## config.mk

```make
export PLATFORM = sky130hd
export DESIGN_NAME = mux_chip_nto1_arb
export DESIGN_NICKNAME = d
export VERILOG_FILES = /design/src/rtl/mux_chip_nto1_arb_pkg.sv /design/src/rtl/mux_rr_grant.sv /design/src/rtl/mux_chip_nto1_arb.sv
export SDC_FILE = /design/constraint.sdc
export NUM_CORES = 1
export LEC_CHECK = 0
export ABC_AREA = 1
export CAP_MARGIN = 10
export CORE_UTILIZATION = 40
export CTS_CLUSTER_SIZE = 8
export DETAILED_ROUTE_END_ITERATION = 8
export PLACE_DENSITY = 0.8
export SLEW_MARGIN = 25
export SYNTH_ARGS = -nofsm -noshare
export SYNTH_HDL_FRONTEND = slang
export SYNTH_SLANG_ARGS = --single-unit
```

## constraint.sdc

```tcl
create_clock -name clk -period 3.6 [get_ports clk]
set_clock_uncertainty 0.15 [all_clocks]
set_input_delay 0.72 -clock clk [delete_from_list [all_inputs] [get_ports clk]]
set_output_delay 0.72 -clock clk [all_outputs]
set_load 0.05 [all_outputs]
```

## src/rtl/mux_chip_nto1_arb_pkg.sv

```systemverilog
// Shared constants and helpers for the N-to-1 registered mux chip.
package mux_chip_nto1_arb_pkg;

  typedef enum int unsigned {
    MUX_MODE_FIXED = 0,
    MUX_MODE_RR    = 1
  } mux_mode_e;

  // ceil(log2(n)), never below 1 so that select ports stay at least one bit wide
  function automatic int unsigned mux_clog2(input int unsigned n);
    int unsigned r;
    r = 0;
    for (int unsigned k = 0; k < 32; k++) begin
      if ((64'd1 << r) < 64'(n)) r++;
    end
    return (r < 1) ? 1 : r;
  endfunction

endpackage

```

## src/rtl/mux_rr_grant.sv

```systemverilog
// Combinational round-robin search: first valid channel at or after rr_ptr, wrapping.
module mux_rr_grant #(
  parameter int unsigned CHANNELS = 4,
  parameter int unsigned SEL_W    = 2
) (
  input  logic [CHANNELS-1:0] in_valid,
  input  logic [SEL_W-1:0]    rr_ptr,
  output logic [SEL_W-1:0]    grant,
  output logic                grant_valid
);

  always_comb begin
    int unsigned idx;
    idx         = 0;
    grant       = '0;
    grant_valid = 1'b0;
    for (int unsigned k = 0; k < CHANNELS; k++) begin
      idx = (32'(rr_ptr) + k) % CHANNELS;
      if (!grant_valid && in_valid[idx]) begin
        grant       = SEL_W'(idx);
        grant_valid = 1'b1;
      end
    end
  end

endmodule

```

## src/rtl/mux_chip_nto1_arb.sv

```systemverilog
// N-channel registered multiplexer with valid/ready handshake and either
// fixed (sel) or round-robin channel selection.
module mux_chip_nto1_arb
  import mux_chip_nto1_arb_pkg::*;
#(
  parameter  int unsigned WIDTH    = 8,
  parameter  int unsigned CHANNELS = 4,
  parameter  int unsigned MODE     = 1,
  localparam int unsigned SEL_W    = mux_clog2(CHANNELS)
) (
  input  logic                      clk,
  input  logic                      reset,
  input  logic [CHANNELS*WIDTH-1:0] in_data,
  input  logic [CHANNELS-1:0]       in_valid,
  output logic [CHANNELS-1:0]       in_ready,
  input  logic [SEL_W-1:0]          sel,
  output logic [WIDTH-1:0]          out_data,
  output logic                      out_valid,
  input  logic                      out_ready,
  output logic [SEL_W-1:0]          out_chan
);

  logic [SEL_W-1:0] rr_ptr;
  logic [SEL_W-1:0] grant;
  logic             grant_valid;
  logic             can_accept;
  logic             take;
  logic [WIDTH-1:0] grant_data;
  logic             unused_sel_ptr;

  // sel is ignored in round-robin mode and rr_ptr stays at zero in fixed mode
  assign unused_sel_ptr = ^{sel, rr_ptr};

  if (MODE == MUX_MODE_RR) begin : g_rr
    mux_rr_grant #(
      .CHANNELS (CHANNELS),
      .SEL_W    (SEL_W)
    ) u_grant (
      .in_valid    (in_valid),
      .rr_ptr      (rr_ptr),
      .grant       (grant),
      .grant_valid (grant_valid)
    );
  end else begin : g_fixed
    always_comb begin
      grant       = sel;
      grant_valid = (32'(sel) < CHANNELS) && in_valid[sel];
    end
  end

  assign can_accept = !out_valid || out_ready;

  always_comb begin
    in_ready = '0;
    if (!reset && can_accept && grant_valid) in_ready[grant] = 1'b1;
  end

  assign take = |in_ready;

  always_comb begin
    grant_data = '0;
    for (int unsigned c = 0; c < CHANNELS; c++) begin
      if (SEL_W'(c) == grant) grant_data = in_data[c*WIDTH +: WIDTH];
    end
  end

  // An accept takes priority over a drain, so a simultaneous pair keeps out_valid high
  always_ff @(posedge clk) begin
    if (reset) begin
      out_valid <= 1'b0;
      out_data  <= '0;
      out_chan  <= '0;
      rr_ptr    <= '0;
    end else if (take) begin
      out_valid <= 1'b1;
      out_data  <= grant_data;
      out_chan  <= grant;
      if (MODE == MUX_MODE_RR) begin
        rr_ptr <= (grant == SEL_W'(CHANNELS - 1)) ? '0 : grant + SEL_W'(1);
      end
    end else if (out_ready) begin
      out_valid <= 1'b0;
    end
  end

endmodule

```

=== After elaboration in Yosys (flattened, before gate mapping) ===
Index checks and enable logic that the tools add are counted.

* Register bits after elaboration: 13
* Input bits: 41
* Output and inout bits: 15
* Logic and storage cells: 59

* $add $sub $neg: 4
* Magnitude comparators: 6
* Eq/ne operators: 4
* Muxes and demuxes: 26
* Reduce and logical (&&, ||, !) cells: 15

{| class="wikitable"
|+ Operators with widths
! kind !! number
|-
| two-way mux 8 bit || 4
|-
| less-than comparator 2 x 3 -> 1 bit, second input constant || 5
|-
| two-way mux 1 bit || 11
|-
| two-way mux 2 bit || 5
|-
| binary-select mux 1 bit (select 2 bit) || 4
|-
| logical AND 1 bit || 6
|-
| logical NOT 1 bit || 5
|-
| adder 2 x 1 -> 2 bit, second input constant || 2
|-
| adder 2 bit, second input constant || 2
|-
| equality test 2 bit, first input constant || 2
|-
| two-way mux 4 bit || 1
|-
| OR reduction 4 bit || 1
|-
| demux 1 bit (select 2 bit) || 1
|-
| equality test 1 x 2 -> 1 bit, first input constant || 1
|-
| equality test 2 bit, second input constant || 1
|-
| greater-or-equal comparator 2 x 1 -> 1 bit, second input constant || 1
|-
| logical NOT 2 bit || 1
|-
| nonzero test 2 bit || 1
|-
| logical OR 1 bit || 1
|}

=== Logic depth before layout (Yosys ltp) ===
* Depth after elaboration: 19
* Depth in mapped cells: 20
* Gate-level depth less buffers: 19

=== Hierarchy ===
From an unflattened synthesis, not the netlist that was laid out.

* Cell total of the unflattened synthesis: 228
* Area total of the unflattened synthesis: 1351.3 um2

{| class="wikitable"
|+ By module, submodules not included
! module !! times used !! cells an instance !! area each (um2) !! sequential area each (um2)
|-
| mux_chip_nto1_arb || 1 || 169 || 1032.2 || 260.2
|-
| mux_rr_grant || 1 || 59 || 319.1 || 0.0
|}

=== Worst setup path after synthesis ===
Ideal clock, no wire load.

* Path kind: input -> output
* From: input port in_valid[3]
* To: output port in_ready[3]
* Data arrival time: 2.836 ns
* Data required time: 2.730 ns
* Slack: -0.106 ns
* Stages: 13
* Buffers on the path: 1
* Cell sequence: inv_1 > nand2_1 > nand3_2 > nand2_1 > nor2_8 > nand2_1 > nand3_1 > nand3_1 > inv_1 > ha_1 > buf_1 > inv_1 > nor2_1

* Word-level cells in the longest chain between the ends: 17
* Elaborated cells on any way between the ends: 29
* Classes of those cells: 2 x order compare; 19 x mux; 8 x reduce/logical

{| class="wikitable"
|+ Ends and longest elaborated chain
! element !! line !! source
|-
| from (decl) || mux_chip_nto1_arb.sv:14 || <nowiki>input logic [CHANNELS-1:0] in_valid,</nowiki>
|-
| binary-select mux 1 bit (select 2 bit) || mux_rr_grant.sv:19 || <nowiki>if (!grant_valid && in_valid[idx]) begin</nowiki>
|-
| two-way mux 1 bit (implied by the code) || mux_rr_grant.sv:19 ||
|-
| two-way mux 1 bit || mux_rr_grant.sv:19 ||
|-
| logical NOT 1 bit || mux_rr_grant.sv:19 ||
|-
| logical AND 1 bit || mux_rr_grant.sv:19 ||
|-
| two-way mux 1 bit || mux_rr_grant.sv:19 ||
|-
| logical NOT 1 bit || mux_rr_grant.sv:19 ||
|-
| logical AND 1 bit || mux_rr_grant.sv:19 ||
|-
| [2 not listed] || - ||
|-
| logical AND 1 bit || mux_rr_grant.sv:19 ||
|-
| two-way mux 2 bit (*) || mux_rr_grant.sv:19 ||
|-
| via g_rr.u_grant.grant[0] || mux_rr_grant.sv:8 || <nowiki>output logic [SEL_W-1:0] grant,</nowiki>
|-
| less-than comparator 2 x 3 -> 1 bit (implied by the code) or greater-or-equal comparator 2 x 1 -> 1 bit (tied branches) || mux_chip_nto1_arb.sv:55 || <nowiki>if (!reset && can_accept && grant_valid) in_ready[grant] = 1'b1;</nowiki>
|-
| logical AND 1 bit (implied by the code) || mux_chip_nto1_arb.sv:55 ||
|-
| two-way mux 1 bit (implied by the code) || mux_chip_nto1_arb.sv:55 ||
|-
| demux 1 bit (select 2 bit) (*) || mux_chip_nto1_arb.sv:55 ||
|-
| two-way mux 4 bit (*) || mux_chip_nto1_arb.sv:55 ||
|-
| to (decl) || mux_chip_nto1_arb.sv:15 || <nowiki>output logic [CHANNELS-1:0] in_ready,</nowiki>
|}

The timed path passes the listed nets; every way through them passes the cells marked *. The select of a mux whose other input is x is not followed.

=== Final worst setup path ===
* From: input port in_valid[0]
* To: output port in_ready[2]

The elaborated chain is that of the path after synthesis.

==> results.cfg <==
[outcome]
status = finished clean

[clock_tree]
ctsHoldBuffers = 0
clk_latency_ps = 270
htree_levels = 1
cts_buffers = 3
cts_num_sinks = 13
clk_pin_slew_worst_paths_ps = 70
cts_tree = yes
root_buffer = clkbuf_4
cts_max_path_buffers = 2

[critical_path]
crit_arrival_ps = 2680
path_class = input pin to output pin
required_ps = 2730
cp-start-kind = input pin
timing.rr.start = rr_ptr[0]$_SDFFE_PP0P_
critical_path.max_fanout = 4
endpoint_kind = output pin
cp-startpoint = in_valid[0]

[yosys]
synth-seq-cells = 13
ys_seq_area_share_pct = 23.40
syn_nets = 219
synth_top_area_share_pct = 23.40
syn_area_per_cell_um2 = 6.393
yosysWarnings = 0
synth_top_area_cell = dfxtp_1
synthCells = 174
synth_area_leaders = dfxtp_1 23%, nand2_1 18%, nor2_1 9.8%
ys_types = 28
syn_area_um2 = 1112

[route]
vias_per_cell = 4.981
post-route-drc-count = 0
drt-total-wl_um = 3164
drtPass1Iterations = 4
route.vias.total = 1300
final_antenna_net_count = 0
wl_per_cell_um = 12.12
drt_first_iter_violations = 20

[floorplan]
die_area_um2 = 2996
rows = 18
io_pins = 56
start_util_pct = 43.71
die_x_um = 54.74
coreArea_um2 = 2545
dieHeight_um = 54.74

[finish]
layout-drive-gt1-share_pct = 21.21
fin_area_um2 = 1834
final_cell_mix = 49 x clkdlybuf4s50_1, 46 x nand2_1, 23 x nor2_1, 14 x nand2_2, 13 x dfxtp_1
nets = 277
layout_commonest_cell = clkdlybuf4s50_1
area_growth_syn_to_layout_pct = 64.90
insertedDiodeCount = 0

[worst_hold_path]
min_path_type = register to register
min_from = out_chan[1]$_SDFFE_PP0P_

[grt]
grt_antenna_before_repair = 0
grt_overflow_total = 0
grt_pass1_vias = 1093
grt_max_degree = 23
grt_pass1_wl_um = 4595
grtUsageTotal_pct = 20.86

[sta]
fmax_mhz = 281.5
setup_ws_ps = 47.50
rsz0062_at_grt = yes
finalSetupTns_ps = 0
finalSetupViolCount = 0
period_share_pct = 98.68
hold_violations = 0
finalMaxSlewViolations = 0
worstMarginPinSlew_ps = 519.2
maxSlewHeadroom_pct = 65.28
min_period_ps = 3552

[placed_design]
dp_slack_ps = -64.80
port_buffers = 53
place.gp.congestion = 0.7563
dpl-instance-area_um2 = 1720
dp_hpwl_um = 2525

[job]
maxCapViolCount = 0
==> kinds of logic after synthesis <==
kind of cell	after synthesis	share of synthesized area [%]
multiplexers	8	7.199
buffers and inverters	23	9.786
AO/OA/AOI/OAI	21	11.70
flip-flops	13	23.40
adder cells (fa/ha/maj)	4	4.500
AND/OR/NAND/NOR	105	43.42
==> sequential cells by signal (all words and copies together), names as in the netlist <==
register,cells
out_valid,1
rr_ptr,2
out_data,8
out_chan,2
==> cells in the mapped netlist, drive strengths merged <==
master	instances
o21ai	9
nor2	31
ha	4
nand3	9
mux2i	8
nand3b	1
inv	15
clkbuf	3
buf	5
o211ai	2
a22oi	8
and2	1
nand2	62
nand4	1
dfxtp	13
a21oi	2
==> area by class of cell <==
class / instances / area, um^2
multi-input combinational: 138 / 820.8
tap: 30 / 37.54
fill: 219 / 710.7
sequential: 13 / 260.3
timing repair buffer: 61 / 630.6
inverter: 15 / 58.81
clock buffer: 4 / 26.28
==> routing by layer <==
| layer | global-route usage, % | part of all wire (%) | vias to the layer above |
|---|---|---|---|
| met2 | 37.75 | 52 | 43 |
| met5 | 0 | 0 | - |
| met4 | 7.265 | 2.3 | 0 |
| met3 | 0.8333 | 4.0 | 8 |
| li1 | - | - | 673 |
| met1 | 25.74 | 41 | 576 |
==> path summary, 6_finish.rpt <==
kind                               to  slack [ps]  cells after the start
max                       in_ready[2]          50                     13
min          out_chan[1]$_SDFFE_PP0P_         340                      2
max reg2reg  out_data[6]$_SDFFE_PP0P_         580                     21
min reg2reg  out_chan[1]$_SDFFE_PP0P_         340                      2
==> through the flow <==
stage	instances	utilization (%)	hold WS [ps]
after floorplan	174	-	380.9
after global placement	255	67.60	313.7
after detailed placement	255	67.60	324.0
after CTS	259	68.73	337.2
after global routing	261	72.07	356.6
final	261	72.07	335.3
==> what timing repair did <==
action,in CTS,in global routing
setup buffers,0,2
pin swaps,0,5
gates resized for setup,1,21
endpoints found under the setup margin,1,12
==> critical path, stage by stage <==
cell,delay (ps)
clkdlybuf4s50_1,510
nand2_1,90
nand2_2,130
nand2_1,60
and2_1,190
nand3b_1,170
nand3_1,100
nand2_2,90
inv_1,90
ha_2,190
inv_1,70
nor2_4,120
buf_12,150
Power is left out: the tool's default activity adds up to more than one toggle a clock period on the data nets, which glitch-free logic cannot reach.
